===== src/rtl/display_pager_pkg.sv =====
// Shared types and constants for the seven-segment display pager.
package display_pager_pkg;

  typedef logic [3:0] bcd_t;

  typedef struct packed {
    bcd_t tens;
    bcd_t ones;
  } bcd_pair_t;

  typedef enum logic [1:0] {
    PG_TIME = 2'd0,
    PG_SEC  = 2'd1,
    PG_WDAY = 2'd2,
    PG_YEAR = 2'd3
  } page_t;

  // Active-low segments, bit order GFEDCBA.
  localparam logic [6:0] SEG_BLANK = 7'h7F;
  localparam logic [6:0] SEG_DASH  = 7'h3F;
  localparam logic [6:0] SEG_ZERO  = 7'h40;
  localparam logic [6:0] SEG_TWO   = 7'h24;

  // Two glyphs per weekday; element [1] is the left character.
  typedef logic [1:0][6:0] wday_glyphs_t;

  // Mo, tu, WE, th, Fr, SA, So. "M" and "W" are the usual seven-segment
  // approximations (inverted U and U).
  localparam wday_glyphs_t WDAY_GLYPHS [8] = '{
    {SEG_DASH, SEG_DASH},   // 0: no weekday
    {7'h48,    7'h23},      // 1: Mo
    {7'h07,    7'h63},      // 2: tu
    {7'h41,    7'h06},      // 3: WE
    {7'h07,    7'h0B},      // 4: th
    {7'h0E,    7'h2F},      // 5: Fr
    {7'h12,    7'h08},      // 6: SA
    {7'h12,    7'h23}       // 7: So
  };

  // Weekday codes above 7 are not valid and show as dashes.
  function automatic wday_glyphs_t wday_glyphs(input bcd_t dow);
    return (dow > 4'd7) ? {SEG_DASH, SEG_DASH} : WDAY_GLYPHS[dow[2:0]];
  endfunction

  // Auto-rotation order: TIME -> WDAY -> YEAR -> TIME; SEC is skipped.
  function automatic page_t next_auto_page(input page_t pg);
    case (pg)
      PG_TIME: return PG_WDAY;
      PG_WDAY: return PG_YEAR;
      default: return PG_TIME;
    endcase
  endfunction

endpackage


===== src/rtl/display_pager_if.sv =====
// BCD date/time bundle published by the clock module.
interface if_date_time;
  import display_pager_pkg::*;

  bcd_pair_t second;
  bcd_pair_t minute;
  bcd_pair_t hour;
  bcd_pair_t day;
  bcd_pair_t month;
  bcd_pair_t year;
  bcd_t      day_of_week;

  modport master (output second, minute, hour, day, month, year, day_of_week);
  modport slave  (input  second, minute, hour, day, month, year, day_of_week);
endinterface


===== src/rtl/display_pager_seg7_glyph.sv =====
// BCD digit to active-low seven-segment glyph; non-decimal nibbles show a dash.
module seg7_glyph
  import display_pager_pkg::*;
(
  input  bcd_t       digit_i,
  output logic [6:0] seg_o
);

  // Standard decimal glyph lookup with dash for invalid BCD.
  always_comb begin
    case (digit_i)
      4'd0:    seg_o = 7'h40;
      4'd1:    seg_o = 7'h79;
      4'd2:    seg_o = 7'h24;
      4'd3:    seg_o = 7'h30;
      4'd4:    seg_o = 7'h19;
      4'd5:    seg_o = 7'h12;
      4'd6:    seg_o = 7'h02;
      4'd7:    seg_o = 7'h78;
      4'd8:    seg_o = 7'h00;
      4'd9:    seg_o = 7'h10;
      default: seg_o = SEG_DASH;
    endcase
  end

endmodule


===== src/rtl/display_pager.sv =====
// Multi-page seven-segment driver: manual/auto page selection, unsync blink,
// hour leading-zero blanking and registered active-low outputs.
module display_pager
  import display_pager_pkg::*;
#(
  parameter int N_DIGITS    = 4,
  parameter int DWELL_S     = 4,
  parameter bit LZ_SUPPRESS = 1'b1
) (
  input  logic                     clk,
  input  logic                     reset,
  input  logic                     tick_1hz,
  input  logic                     sync_ok,
  input  logic [3:0]               sw,
  if_date_time.slave               clock,
  output logic [N_DIGITS-1:0][6:0] hex,
  output page_t                    page
);

  if (N_DIGITS != 4 && N_DIGITS != 6) begin : g_bad_digits
    $error("display_pager: N_DIGITS must be 4 or 6");
  end
  if (DWELL_S < 1 || DWELL_S > 15) begin : g_bad_dwell
    $error("display_pager: DWELL_S must be in 1..15");
  end

  localparam logic [3:0] DWELL_LAST = 4'(DWELL_S - 1);

  // Numeric field positions feeding the glyph decoders.
  localparam int FD_HT = 0, FD_HO = 1, FD_MT = 2, FD_MO = 3;
  localparam int FD_ST = 4, FD_SO = 5, FD_DT = 6, FD_DO = 7;
  localparam int FD_NT = 8, FD_NO = 9, FD_YT = 10, FD_YO = 11;
  localparam int N_FIELDS = 12;

  page_t                    page_q, page_d;
  logic [3:0]               dwell_q, dwell_d;
  logic                     phase_q;
  logic                     auto_q;
  logic [N_DIGITS-1:0][6:0] hex_q, hex_d;

  page_t        manual_page;
  bcd_t         num_digit [N_FIELDS];
  logic [6:0]   num_seg   [N_FIELDS];
  wday_glyphs_t wday_seg;
  logic [6:0]   lm        [6];     // glyphs leftmost first
  logic         blank_now;

  assign num_digit = '{clock.hour.tens,   clock.hour.ones,
                       clock.minute.tens, clock.minute.ones,
                       clock.second.tens, clock.second.ones,
                       clock.day.tens,    clock.day.ones,
                       clock.month.tens,  clock.month.ones,
                       clock.year.tens,   clock.year.ones};

  for (genvar i = 0; i < N_FIELDS; i++) begin : g_glyph
    seg7_glyph u_glyph (
      .digit_i (num_digit[i]),
      .seg_o   (num_seg[i])
    );
  end

  assign wday_seg = wday_glyphs(clock.day_of_week);

  // Manual page select, sw[0] has highest priority.
  always_comb begin
    if (sw[0])      manual_page = PG_SEC;
    else if (sw[1]) manual_page = PG_WDAY;
    else if (sw[2]) manual_page = PG_YEAR;
    else            manual_page = PG_TIME;
  end

  // Page state register, dwell counter, mode history and blink phase.
  // NOTE: sequential state uses non-blocking assignments so every flop
  // samples pre-edge values regardless of process ordering.
  always_ff @(posedge clk or posedge reset) begin
    if (reset) begin
      page_q  <= PG_TIME;
      dwell_q <= '0;
      auto_q  <= 1'b0;
      phase_q <= 1'b0;
    end else begin
      page_q  <= page_d;
      dwell_q <= dwell_d;
      auto_q  <= sw[3];
      if (tick_1hz) phase_q <= ~phase_q;
    end
  end

  // Next page and dwell count; a mode change overrides a coincident tick.
  // NOTE: defaults first so no path leaves a variable unassigned (no latch).
  always_comb begin
    page_d  = page_q;
    dwell_d = dwell_q;
    if (sw[3] != auto_q) begin
      dwell_d = '0;
      if (sw[3]) page_d = (page_q == PG_SEC) ? PG_TIME : page_q;
      else       page_d = manual_page;
    end else if (sw[3]) begin
      if (tick_1hz) begin
        if (dwell_q == DWELL_LAST) begin
          page_d  = next_auto_page(page_q);
          dwell_d = '0;
        end else begin
          dwell_d = dwell_q + 4'd1;
        end
      end
    end else begin
      page_d  = manual_page;
      dwell_d = '0;
    end
  end

  assign blank_now = !sync_ok && phase_q;

  // Compose the current page leftmost-first, then map onto hex digits.
  always_comb begin
    for (int i = 0; i < 6; i++) lm[i] = SEG_BLANK;
    case (page_q)
      PG_TIME: begin
        lm[0] = (LZ_SUPPRESS && clock.hour.tens == 4'd0) ? SEG_BLANK : num_seg[FD_HT];
        lm[1] = num_seg[FD_HO];
        lm[2] = num_seg[FD_MT];
        lm[3] = num_seg[FD_MO];
        lm[4] = num_seg[FD_ST];
        lm[5] = num_seg[FD_SO];
      end
      PG_SEC: begin
        lm[N_DIGITS-2] = num_seg[FD_ST];
        lm[N_DIGITS-1] = num_seg[FD_SO];
      end
      PG_WDAY: begin
        lm[0] = wday_seg[1];
        lm[1] = wday_seg[0];
        lm[2] = num_seg[FD_DT];
        lm[3] = num_seg[FD_DO];
        lm[4] = num_seg[FD_NT];
        lm[5] = num_seg[FD_NO];
      end
      default: begin
        if (N_DIGITS == 6) begin
          lm[0] = SEG_TWO;
          lm[1] = SEG_ZERO;
          lm[2] = num_seg[FD_YT];
          lm[3] = num_seg[FD_YO];
          lm[4] = num_seg[FD_NT];
          lm[5] = num_seg[FD_NO];
        end else begin
          lm[0] = num_seg[FD_YT];
          lm[1] = num_seg[FD_YO];
          lm[2] = num_seg[FD_NT];
          lm[3] = num_seg[FD_NO];
        end
      end
    endcase
    hex_d = '0;
    for (int i = 0; i < N_DIGITS; i++) begin
      hex_d[N_DIGITS-1-i] = blank_now ? SEG_BLANK : lm[i];
    end
  end

  // Output register: reset shows a blank display.
  always_ff @(posedge clk or posedge reset) begin
    if (reset) hex_q <= {N_DIGITS{SEG_BLANK}};
    else       hex_q <= hex_d;
  end

  assign hex  = hex_q;
  assign page = page_q;

endmodule


===== src/flat_wrapper.sv =====
// flat-port wrapper written by rule: the top's interface ports become plain ports
module display_pager_flat import display_pager_pkg::*;
#(
  parameter int N_DIGITS    = 4,
  parameter int DWELL_S     = 4,
  parameter bit LZ_SUPPRESS = 1'b1
)
  (clk, reset, tick_1hz, sync_ok, sw, hex, page, clock_second, clock_minute, clock_hour, clock_day, clock_month, clock_year, clock_day_of_week);
  if_date_time clock_i ();
  input  logic clk;
  input  logic reset;
  input  logic tick_1hz;
  input  logic sync_ok;
  input  logic [3:0] sw;
  output logic [N_DIGITS-1:0][6:0] hex;
  output page_t page;
  input wire logic [$bits(clock_i.second)-1:0] clock_second;
  input wire logic [$bits(clock_i.minute)-1:0] clock_minute;
  input wire logic [$bits(clock_i.hour)-1:0] clock_hour;
  input wire logic [$bits(clock_i.day)-1:0] clock_day;
  input wire logic [$bits(clock_i.month)-1:0] clock_month;
  input wire logic [$bits(clock_i.year)-1:0] clock_year;
  input wire logic [$bits(clock_i.day_of_week)-1:0] clock_day_of_week;
  assign clock_i.second = clock_second;
  assign clock_i.minute = clock_minute;
  assign clock_i.hour = clock_hour;
  assign clock_i.day = clock_day;
  assign clock_i.month = clock_month;
  assign clock_i.year = clock_year;
  assign clock_i.day_of_week = clock_day_of_week;
  display_pager #(.N_DIGITS(N_DIGITS), .DWELL_S(DWELL_S), .LZ_SUPPRESS(LZ_SUPPRESS)) u_core (.clk(clk), .reset(reset), .tick_1hz(tick_1hz), .sync_ok(sync_ok), .sw(sw), .clock(clock_i), .hex(hex), .page(page));
endmodule

===== config.mk =====
export PLATFORM = sky130hd
export DESIGN_NAME = display_pager_flat
export DESIGN_NICKNAME = d
export VERILOG_FILES = /design/src/rtl/display_pager_pkg.sv /design/src/rtl/display_pager_if.sv /design/src/rtl/display_pager_seg7_glyph.sv /design/src/rtl/display_pager.sv /design/src/flat_wrapper.sv
export SDC_FILE = /design/constraint.sdc
export NUM_CORES = 1
export LEC_CHECK = 0
export ABC_AREA = 1
export CAP_MARGIN = 10
export CORE_UTILIZATION = 51
export DETAILED_ROUTE_END_ITERATION = 10
export HOLD_SLACK_MARGIN = 0.08
export PLACE_DENSITY = 0.79
export SYNTH_ARGS = -nofsm -noshare
export SYNTH_HDL_FRONTEND = slang
export SYNTH_SLANG_ARGS = --single-unit

===== constraint.sdc =====
create_clock -name clk -period 2.5 [get_ports clk]
set_clock_uncertainty 0.1 [all_clocks]
set_input_delay 0.375 -clock clk [delete_from_list [all_inputs] [get_ports clk]]
set_output_delay 0.375 -clock clk [all_outputs]
set_load 0.005 [all_outputs]

---- After elaboration in Yosys (flattened, before gate mapping) ----
Memory sizes are Yosys's and may differ from the RTL's.
Index checks and enable logic that the tools add are counted.
storage, ports and cells
  register bits after elaboration ......... 36
  memory bits (read-only) ................. 1456
  bits of input ports ..................... 60
  word-level logic and storage cells ...... 62
  memories kept ........................... 13
operators by class
  add/subtract/negate cells ............... 1
  order comparisons ....................... 2
  equal/unequal tests ..................... 7
  mux-type cells .......................... 24
  bitwise operators ....................... 2
  reduce and logical (&&, ||, !) cells .... 5
memory list
  memory           words  bits a word  read ports  clocked after Yosys merged registers in  wr ports  RTL line                        source
  (no name shown)  8      14           1           0                                        0         display_pager_pkg.sv:42         return (dow > 4'd7) ? {SEG_DASH, SEG_DASH} : WDAY_GLYPHS[dow[2:0]];
  (no name shown)  16     7            1           0                                        0         display_pager_seg7_glyph.sv:11  case (digit_i)
  (no name shown)  16     7            1           0                                        0         display_pager_seg7_glyph.sv:11
  (no name shown)  16     7            1           0                                        0         display_pager_seg7_glyph.sv:11
  (no name shown)  16     7            1           0                                        0         display_pager_seg7_glyph.sv:11
  (no name shown)  16     7            1           0                                        0         display_pager_seg7_glyph.sv:11
  +7 memories      n/a    n/a          n/a         n/a                                      n/a       n/a
operator list
  operator                                                        count
  case mux 14 bit (3 select lines)                                2
  two-way mux 14 bit                                              3
  two-way mux 7 bit                                               5
  two-way mux 2 bit                                               9
  two-way mux 4 bit                                               4
  adder 4 x 1 -> 4 bit (second input constant)                    1
  equality test 4 x 2 -> 1 bit (second input constant)            1
  >= comparator 4 bit (second input constant)                     1
  greater-than comparator 4 x 3 -> 1 bit (second input constant)  1
  zero test 4 bit                                                 1
  inverter 3 -> 4 bit                                             1
  case mux 2 bit (2 select lines)                                 1
  != test 3 x 1 -> 1 bit (second input constant)                  1
  != test 3 x 2 -> 1 bit (second input constant)                  1
  != test 3 bit (second input constant)                           1
  AND reduction 3 bit                                             1
  equality test 2 x 1 -> 1 bit (second input constant)            1
  equality test 2 bit (second input constant)                     1
  zero test 2 bit                                                 1
  logical AND 1 bit                                               1
  zero test 1 bit                                                 1
  != test 1 bit                                                   1
  inverter 1 bit                                                  1

---- Longest topological paths before layout ----
Gate-level depths: netlist of run 1.
  depth after elaboration ................. 7
  gate-level depth with buffers ........... 10

---- Modules after synthesis ----
A second synthesis of run 1 with hierarchy kept.
unflattened totals
  cells, all modules ...................... 735
  area total of the unflattened synthesis .. 4436.8 um^2
by module, submodules not included
  module                                        instances  cells an instance  area an instance (um^2)  seq. area each (um^2)
  display_pager                                 1          315                2197.1                   935.9
  seg7_glyph at u_core.g_glyph[11].u_glyph ...  10         35                 186.4                    0.0
  seg7_glyph at u_core.g_glyph[0].u_glyph ...   2          35                 187.7                    0.0

---- Worst setup path before layout of run 1 ----
OpenSTA, ideal clock, no wires.
  path kind ............................... input-to-reg
  start point ............................. in clock_minute[0]
  end point ............................... reg u_core.hex_q (netlist bit u_core.hex[3])
  library setup time ...................... 0.078 ns
  arrival time ............................ 1.129 ns
  data required time ...................... 2.322 ns
  setup slack ............................. 1.194 ns
  cell stages on the path ................. 8
  buffers on the path ..................... 0
  path through ............................ inv_1 > ha_1 > nand2_1 > nand2_1 > nand2_1 > and2_1 > nor2_1 > nand2_1
RTL lines
  what                  RTL line              source
  start, declared       flat_wrapper.sv:18    input wire logic [$bits(clock_i.minute)-1:0] clock_minute;
  end signal, assigned  display_pager.sv:163  if (reset) hex_q <= {N_DIGITS{SEG_BLANK}};
  end, declared         display_pager.sv:39   logic [N_DIGITS-1:0][6:0] hex_q, hex_d;

---- Final worst setup path of run 1 ----
  start point ............................. reg u_core.page_q[0], in the netlist u_core.page[0]
  end point ............................... out page[0]
RTL lines
  what                    RTL line             source
  start, declared         display_pager.sv:35  page_t page_q, page_d;
  start signal, assigned  display_pager.sv:82  page_q <= page_d;
  end, declared           flat_wrapper.sv:16   output page_t page;
No word-level cell between the ends.

==> results by group, run 1 <==
Run status
  – Status: complete, no violations

Global routing
  – Number of global-route vias before repair: 4242
  – Grt ovf: 0
  – Largest net degree at the start of global routing: 22
  – First-pass GRT wire length: 18600 um
  – GRT Resource Usage Total: 26.1%
  – Initial antenna violation count: 0

Clock network
  – Clk slew on worst S/H paths: 80 ps
  – Cts hold-fix bufs: 0
  – CTS Buf Count: 5
  – Number of post-CTS setup repair buffers: 0
  – Insertion delay to the later sink of the worst-skew pair: 300 ps
  – Num Clock Sinks: 36
  – CTS Root Cell: clkbuf_8
  – H-tree level count: 2
  – CTS tree: yes
  – Clock Path Buffers: 2
  – Post_cts resized: 0

Logic synthesis
  – Sequential area share after synthesis: 21.6%
  – Synth Area in XOR/XNOR: 0.202%
  – Largest family of logic cells by synthesized area: simple AND/OR/NAND/NOR gates
  – Synthesized-area fraction occupied by adder cells: 20.8%
  – Mapped Area: 4330 sq um
  – Synth top area share: 20.9%
  – Post-synth net total: 814
  – Post-synth EDFFs: 0
  – Most common cell in the netlist: nand2_1
  – Post-synthesis mux area share: 0%
  – Synth area leaders: nand2_1 21%, ha_1 21%, dfstp_2 17%
  – Area leader, netlist: nand2_1
  – Yosys reg bits: 36
  – Post-synthesis cell count: 682
  – Compound-Gate Fraction of Synth Area: 9.80%
  – Synth top cells by count: 241 x nand2_1, 96 x inv_1, 74 x nor2_1
  – Synth warnings: 0
  – Asr flop ratio synth: 100%
  – Simple-gate share of the synthesized area: 37.5%
  – Post-synth cell types: 33
  – Main flop type after synthesis: dfstp_2
  – Mean post-synth cell area: 6.34 sq um

Detailed routing
  – First-pass DRT Iterations: 5
  – Met2 wire len: 5410 um
  – Total number of vias: 4527
  – Final antenna-violating net count: 0
  – Top sig layer: met4
  – DR WL/cell: 12.5 um
  – Met3 WL: 635 um
  – DRC: 0
  – Wl on met1: 4670 um
  – Drt total wl: 11000 um
  – Vias per inst: 5.16
  – Initial DRC count: 217

Final layout
  – Final Core Density: 66.1%
  – Share of cells above drive strength 1: 8.54%
  – Design area: 5430 sq um
  – # diodes: 0
  – Final non-filler cell total: 878
  – Area grow syn2layout: 25.6%
  – Layout fillers: 768
  – Nets: 904

STA
  – Crit share post-route: 83.7%
  – Final Hold Fails: 0
  – Max Slew Vio Count: 0
  – Worst rel slew slack: 57.4%
  – Fmax: 0.478 GHz
  – Final setup margin: 408 ps
  – RSZ-0062 raised after global routing: false
  – Tightest Pin Transition: 639 ps
  – Setup TNS: 0 ps
  – Final Setup Violations: 0
  – Final min period: 2090 ps

Floorplanning
  – Core ar.: 8220 sq um
  – Core Rows: 33
  – Die Y: 94.1 um
  – Initial Utilization: 52.7%
  – Die area: 8860 sq um
  – Die width: 94.1 um
  – Ports: 90

Placed design
  – GPL Wtd Cong: 0.942
  – Placed cell count: 870
  – Pre-CTS setup slack: 460 ps
  – Port buffer count: 89
  – HPWL Detailed: 8910 um
  – Post-Place Cell Area: 5320 sq um

Critical path
  – CP Max Fanout: 12
  – Cell family with most CP delay: flip-flops
  – WP data arrival: 1620 ps
  – CP max-delay cell: dfrtp_1
  – Setup crit start: u_core.page[0]
  – Crit-path max cell delay: 710 ps
  – WP buf/inv: 1
  – Reg-to-Reg Start: u_core.page[1]
  – Setup crit start kind: flip-flop
  – Setup CP Type: reg2out
  – Crit-path cells: clkdlybuf4s50_1
  – Critical path capture point type: output pin
  – Crit path required time: 2030 ps
  – R2R setup slack: 630 ps

Power and ir drop
  – Clock share of power: 19.2%
  – Pwr per Cell Area: 504 nW/um^2
  – Peak VDD IR: 0.215 mV
  – Switching Share: 36.0%
  – Comb power frac: 46.8%
  – Psw: 0.985 mW
  – Internal Pwr Total: 1.75 mW
  – Static Leak: 2.87 nW
  – Seq pwr share: 34.0%

Hold path
  – Type of the most critical hold path: in2async

Run
  – Maxcap violations: 0
[routing by layer]
layer,global-route usage (%),vias to the layer above
li1,-,2299
met1,31.8,2056
met2,46.4,146
met3,3.80,26
met4,9.49,0
met5,0,-
[path summary, 6_finish.rpt]
path	endpoint	depth (start not counted)
setup / recovery	page[0]	1
hold / removal	u_core.phase_q	2
setup reg to reg	u_core.hex[7]	8
hold reg to reg	u_core.phase_q	1
max in group asynchronous	u_core.hex[3]	3
min in group clk	u_core.phase_q	1
[flip-flops by register name, summed over array words and instances (netlist names)]
| register | flops |
|---|---|
| u_core.page | 2 |
| u_core.auto_q | 1 |
| u_core.phase_q | 1 |
| u_core.dwell_q | 4 |
| u_core.hex | 28 |
[power groups by stage]
stage,clock [mW],combinational [mW],sequential [mW]
after global placement,0,1.25,0.944
after global routing,0.555,1.44,0.947
after floorplan,0,0.648,0.934
final,0.524,1.28,0.930
after CTS,0.529,1.28,0.934
after detailed placement,0,1.28,0.944
[logic make-up (layout without fill, tap and decap cells)]
logic type | after synthesis | in the layout
AOI/OAI and AO/OA | 75 | 75
DFF | 36 | 36
adders and majority gates | 72 | 72
buffers and inverters | 108 | 199
and+or+nand+nor | 390 | 390
xor gates and xnor gates | 1 | 1
[area by class of cell]
| class | count | area [sq um] | area share (%) |
|---|---|---|---|
| timing repair buffer | 91 | 918 | 16.9 |
| clock buffer | 5 | 68.8 | 1.27 |
| sequential | 36 | 936 | 17.2 |
| tap | 105 | 131 | 2.42 |
| clock inverter | 3 | 42.5 | 0.783 |
| multi-input combinational | 538 | 2960 | 54.4 |
| inverter | 100 | 378 | 6.96 |
[placed cells by master (no fill, tap or decap), drive strengths merged, types with 2 or more instances in the layout]
cell and count:
nor3 4, inv 100, o21ai 36, a21oi 32
clkdlybuf4s50 89, or2 4, o211ai 4, nand4 13
ha 72, dfstp 28, nor2 81, clkbuf 5
buf 2, nand2 246, nand3 39, and2 2
dfrtp 8
[through the flow]
step | hold slack, ps | power [mW]
after floorplan | 306 | 1.58
after global placement | 360 | 2.19
after detailed placement | 365 | 2.22
after CTS | 376 | 2.75
after global routing | 392 | 2.94
final | 353 | 2.74
(Power assumes the default switching activity.)
==> run 2: changes to the inputs <==
--- a/config.mk
+++ b/config.mk
@@ -7,10 +7,10 @@
 export LEC_CHECK = 0
 export ABC_AREA = 1
 export CAP_MARGIN = 10
-export CORE_UTILIZATION = 51
+export CORE_UTILIZATION = 48
 export DETAILED_ROUTE_END_ITERATION = 10
 export HOLD_SLACK_MARGIN = 0.08
-export PLACE_DENSITY = 0.79
+export PLACE_DENSITY = 0.78
 export SYNTH_ARGS = -nofsm -noshare
 export SYNTH_HDL_FRONTEND = slang
 export SYNTH_SLANG_ARGS = --single-unit
==> constraint.sdc (replaced) <==
create_clock -name clk -period 1.7 [get_ports clk]
set_clock_uncertainty 0.1 [all_clocks]
set_input_delay 0.255 -clock clk [delete_from_list [all_inputs] [get_ports clk]]
set_output_delay 0.255 -clock clk [all_outputs]
set_load 0.005 [all_outputs]
==> results by group, run 2 (synthesis gave the netlist of run 1 again) <==
Placed design
  – Post-Place Cell Area: 5740 sq um (was 5320 sq um)
  – Pre-CTS setup slack: -117 ps (was 460 ps)
  – HPWL Detailed: 9460 um (was 8910 um)
  – GPL Wtd Cong: 0.969 (was 0.942)
  – Placed cell count: 925 (was 870)
  – Port buffer count: 89 (unchanged)

STA
  – Tightest Pin Transition: 358 ps (was 639 ps)
  – Setup TNS: 0 ps (unchanged)
  – Fmax: 0.599 GHz
  – Worst rel slew slack: 76.0% (was 57.4%)
  – Final Setup Violations: 0 (unchanged)
  – Max Slew Vio Count: 0 (unchanged)
  – Crit share post-route: 98.3%
  – Final Hold Fails: 0 (unchanged)
  – Final min period: 1670 ps
  – Final setup margin: 29.5 ps (was 408 ps)
  – RSZ-0062 raised after global routing: false (unchanged)

Critical path
  – WP data arrival: 1320 ps (was 1620 ps)
  – WP buf/inv: 1 (unchanged)
  – Critical path capture point type: output pin (unchanged)
  – Crit-path cells: clkdlybuf4s50_1 (unchanged)
  – Worst R2R Path Depth: 6 (was 8)
  – Crit path required time: 1340 ps (was 2030 ps)
  – Setup crit start kind: flip-flop (unchanged)
  – WP depth: 1 (unchanged)
  – CP max-delay cell: dfstp_2 (was dfrtp_1)
  – CP Max Fanout: 1 (was 12)
  – Setup CP Type: reg2out (unchanged)
  – Crit-path max cell delay: 540 ps (was 710 ps)
  – Cell family with most CP delay: flip-flops (unchanged)

Clock network
  – CTS tree: yes (unchanged)
  – H-tree level count: 2 (unchanged)
  – Cts hold-fix bufs: 0 (unchanged)
  – CTS Root Cell: clkbuf_8 (unchanged)
  – Num Clock Sinks: 36 (unchanged)
  – Insertion delay to the later sink of the worst-skew pair: 290 ps (was 300 ps)
  – Clock Path Buffers: 2 (unchanged)
  – Clk slew on worst S/H paths: 80 ps (about the same)
  – CTS Buf Count: 5 (unchanged)

Global routing
  – Grt ovf: 0 (unchanged)
  – Largest net degree at the start of global routing: 37 (was 22)
  – Initial antenna violation count: 0 (unchanged)
  – Number of global-route vias before repair: 4510 (was 4242)
  – First-pass GRT wire length: 19300 um (was 18600 um)
  – GRT Resource Usage Total: 24.5% (was 26.1%)

Run
  – Maxcap violations: 0 (unchanged)

Floorplanning
  – Die Y: 96.9 um (was 94.1 um)
  – Ports: 90 (unchanged)
  – Initial Utilization: 49.6% (was 52.7%)
  – Die area: 9400 sq um (was 8860 sq um)
  – Core ar.: 8720 sq um (was 8220 sq um)
  – Die width: 96.9 um (was 94.1 um)
  – Core Rows: 34 (was 33)

Detailed routing
  – First-pass DRT Iterations: 5 (unchanged)
  – DRC: 0 (unchanged)
  – Final antenna-violating net count: 0 (unchanged)
  – DR WL/cell: 12.3 um (was 12.5 um)
  – Initial DRC count: 170 (was 217)
  – Total number of vias: 4711 (was 4527)
  – Vias per inst: 5.04 (was 5.16)
  – Drt total wl: 11500 um (was 11000 um)

Final layout
  – Design area: 5880 sq um (was 5430 sq um)
  – Most frequent cells in the layout: 241 x nand2_1, 96 x inv_1, 81 x clkdlybuf4s50_1, 74 x nor2_1, 72 x ha_1 (was 241 x nand2_1, 96 x inv_1, 89 x clkdlybuf4s50_1, 74 x nor2_1, 72 x ha_1)
  – Final non-filler cell total: 934 (was 878)
  – Share of cells above drive strength 1: 14.4% (was 8.54%)
  – Most common cell after layout, fill and taps aside: nand2_1 (unchanged)
  – Nets: 957 (was 904)
  – Max FFs per register: 28 (unchanged)
  – Area grow syn2layout: 35.8% (was 25.6%)
  – # diodes: 0 (unchanged)

Power and ir drop
  – Static Leak: 3.18 nW (was 2.87 nW)
  – Tot Pwr: 4.17 mW (was 2.74 mW)
  – Pwr per Cell Area: 709 nW/um^2 (was 504 nW/um^2)
  – Peak VDD IR: 0.292 mV (was 0.215 mV)

Hold path
  – Type of the most critical hold path: in2async (unchanged)

Run status
  – Status: complete, no violations (unchanged)
run 2: layout make-up:
| class | count | area [sq um] |
|---|---|---|
| multi-input cells | 538 | 2960 |
| fillers | 776 | 2840 |
| repair buffers | 144 | 1360 |
| flip-flops and latches | 36 | 937 |
| inverters | 100 | 378 |
| well taps | 108 | 135 |
| clock buffers | 6 | 72.6 |
| clock inverters | 2 | 35.0 |
run 2: where the power goes:
group,switching (mW),internal [mW]
combinational,1.06,1.02
clock,0.310,0.435
sequential,0.0931,1.25
total,1.46,2.70
run 2: per-layer routing:
metal	wire (um)	global-route usage, %	vias to the layer above
met5	0	0	-
met4	221	7.58	0
met3	530	4.19	23
met2	5680	44.5	140
met1	5030	29.3	2129
li1	-	-	2419
run 2: final timing paths:
| path | start | to | slack (ps) |
|---|---|---|---|
| min reg2reg | u_core.phase_q | u_core.phase_q | 380 |
| max | u_core.hex[16] | hex[16] | 30 |
| max in group asynchronous | reset | u_core.hex[1] | 1030 |
| min in group clk | u_core.phase_q | u_core.phase_q | 380 |
| min | reset | u_core.dwell_q[0] | 210 |
| max reg2reg | u_core.page[0] | u_core.hex[16] | 130 |
run 2: repair_timing:
| item | in CTS | in global routing |
|---|---|---|
| gates resized for setup | 2 | 8 |
| setup endpoints to repair | 2 | 7 |
| buffers inserted | 1 | 0 |
run 2: worst reg2reg max path: stages, from the launching register on:
cell and delay [ps]:
dfrtp_1 390, buf_4 140, buf_4 150, nor2_2 250, buf_4 220, nand3_1 120
nand4_1 120
run 2: per-stage QoR:
step	util [%]	hold slack, ps
2_1_floorplan	-	186
3_3_place_gp	65.8	358
3_5_place_dp	65.8	374
4_1_cts	67.1	222
5_1_grt	67.4	219
6_report	67.4	210
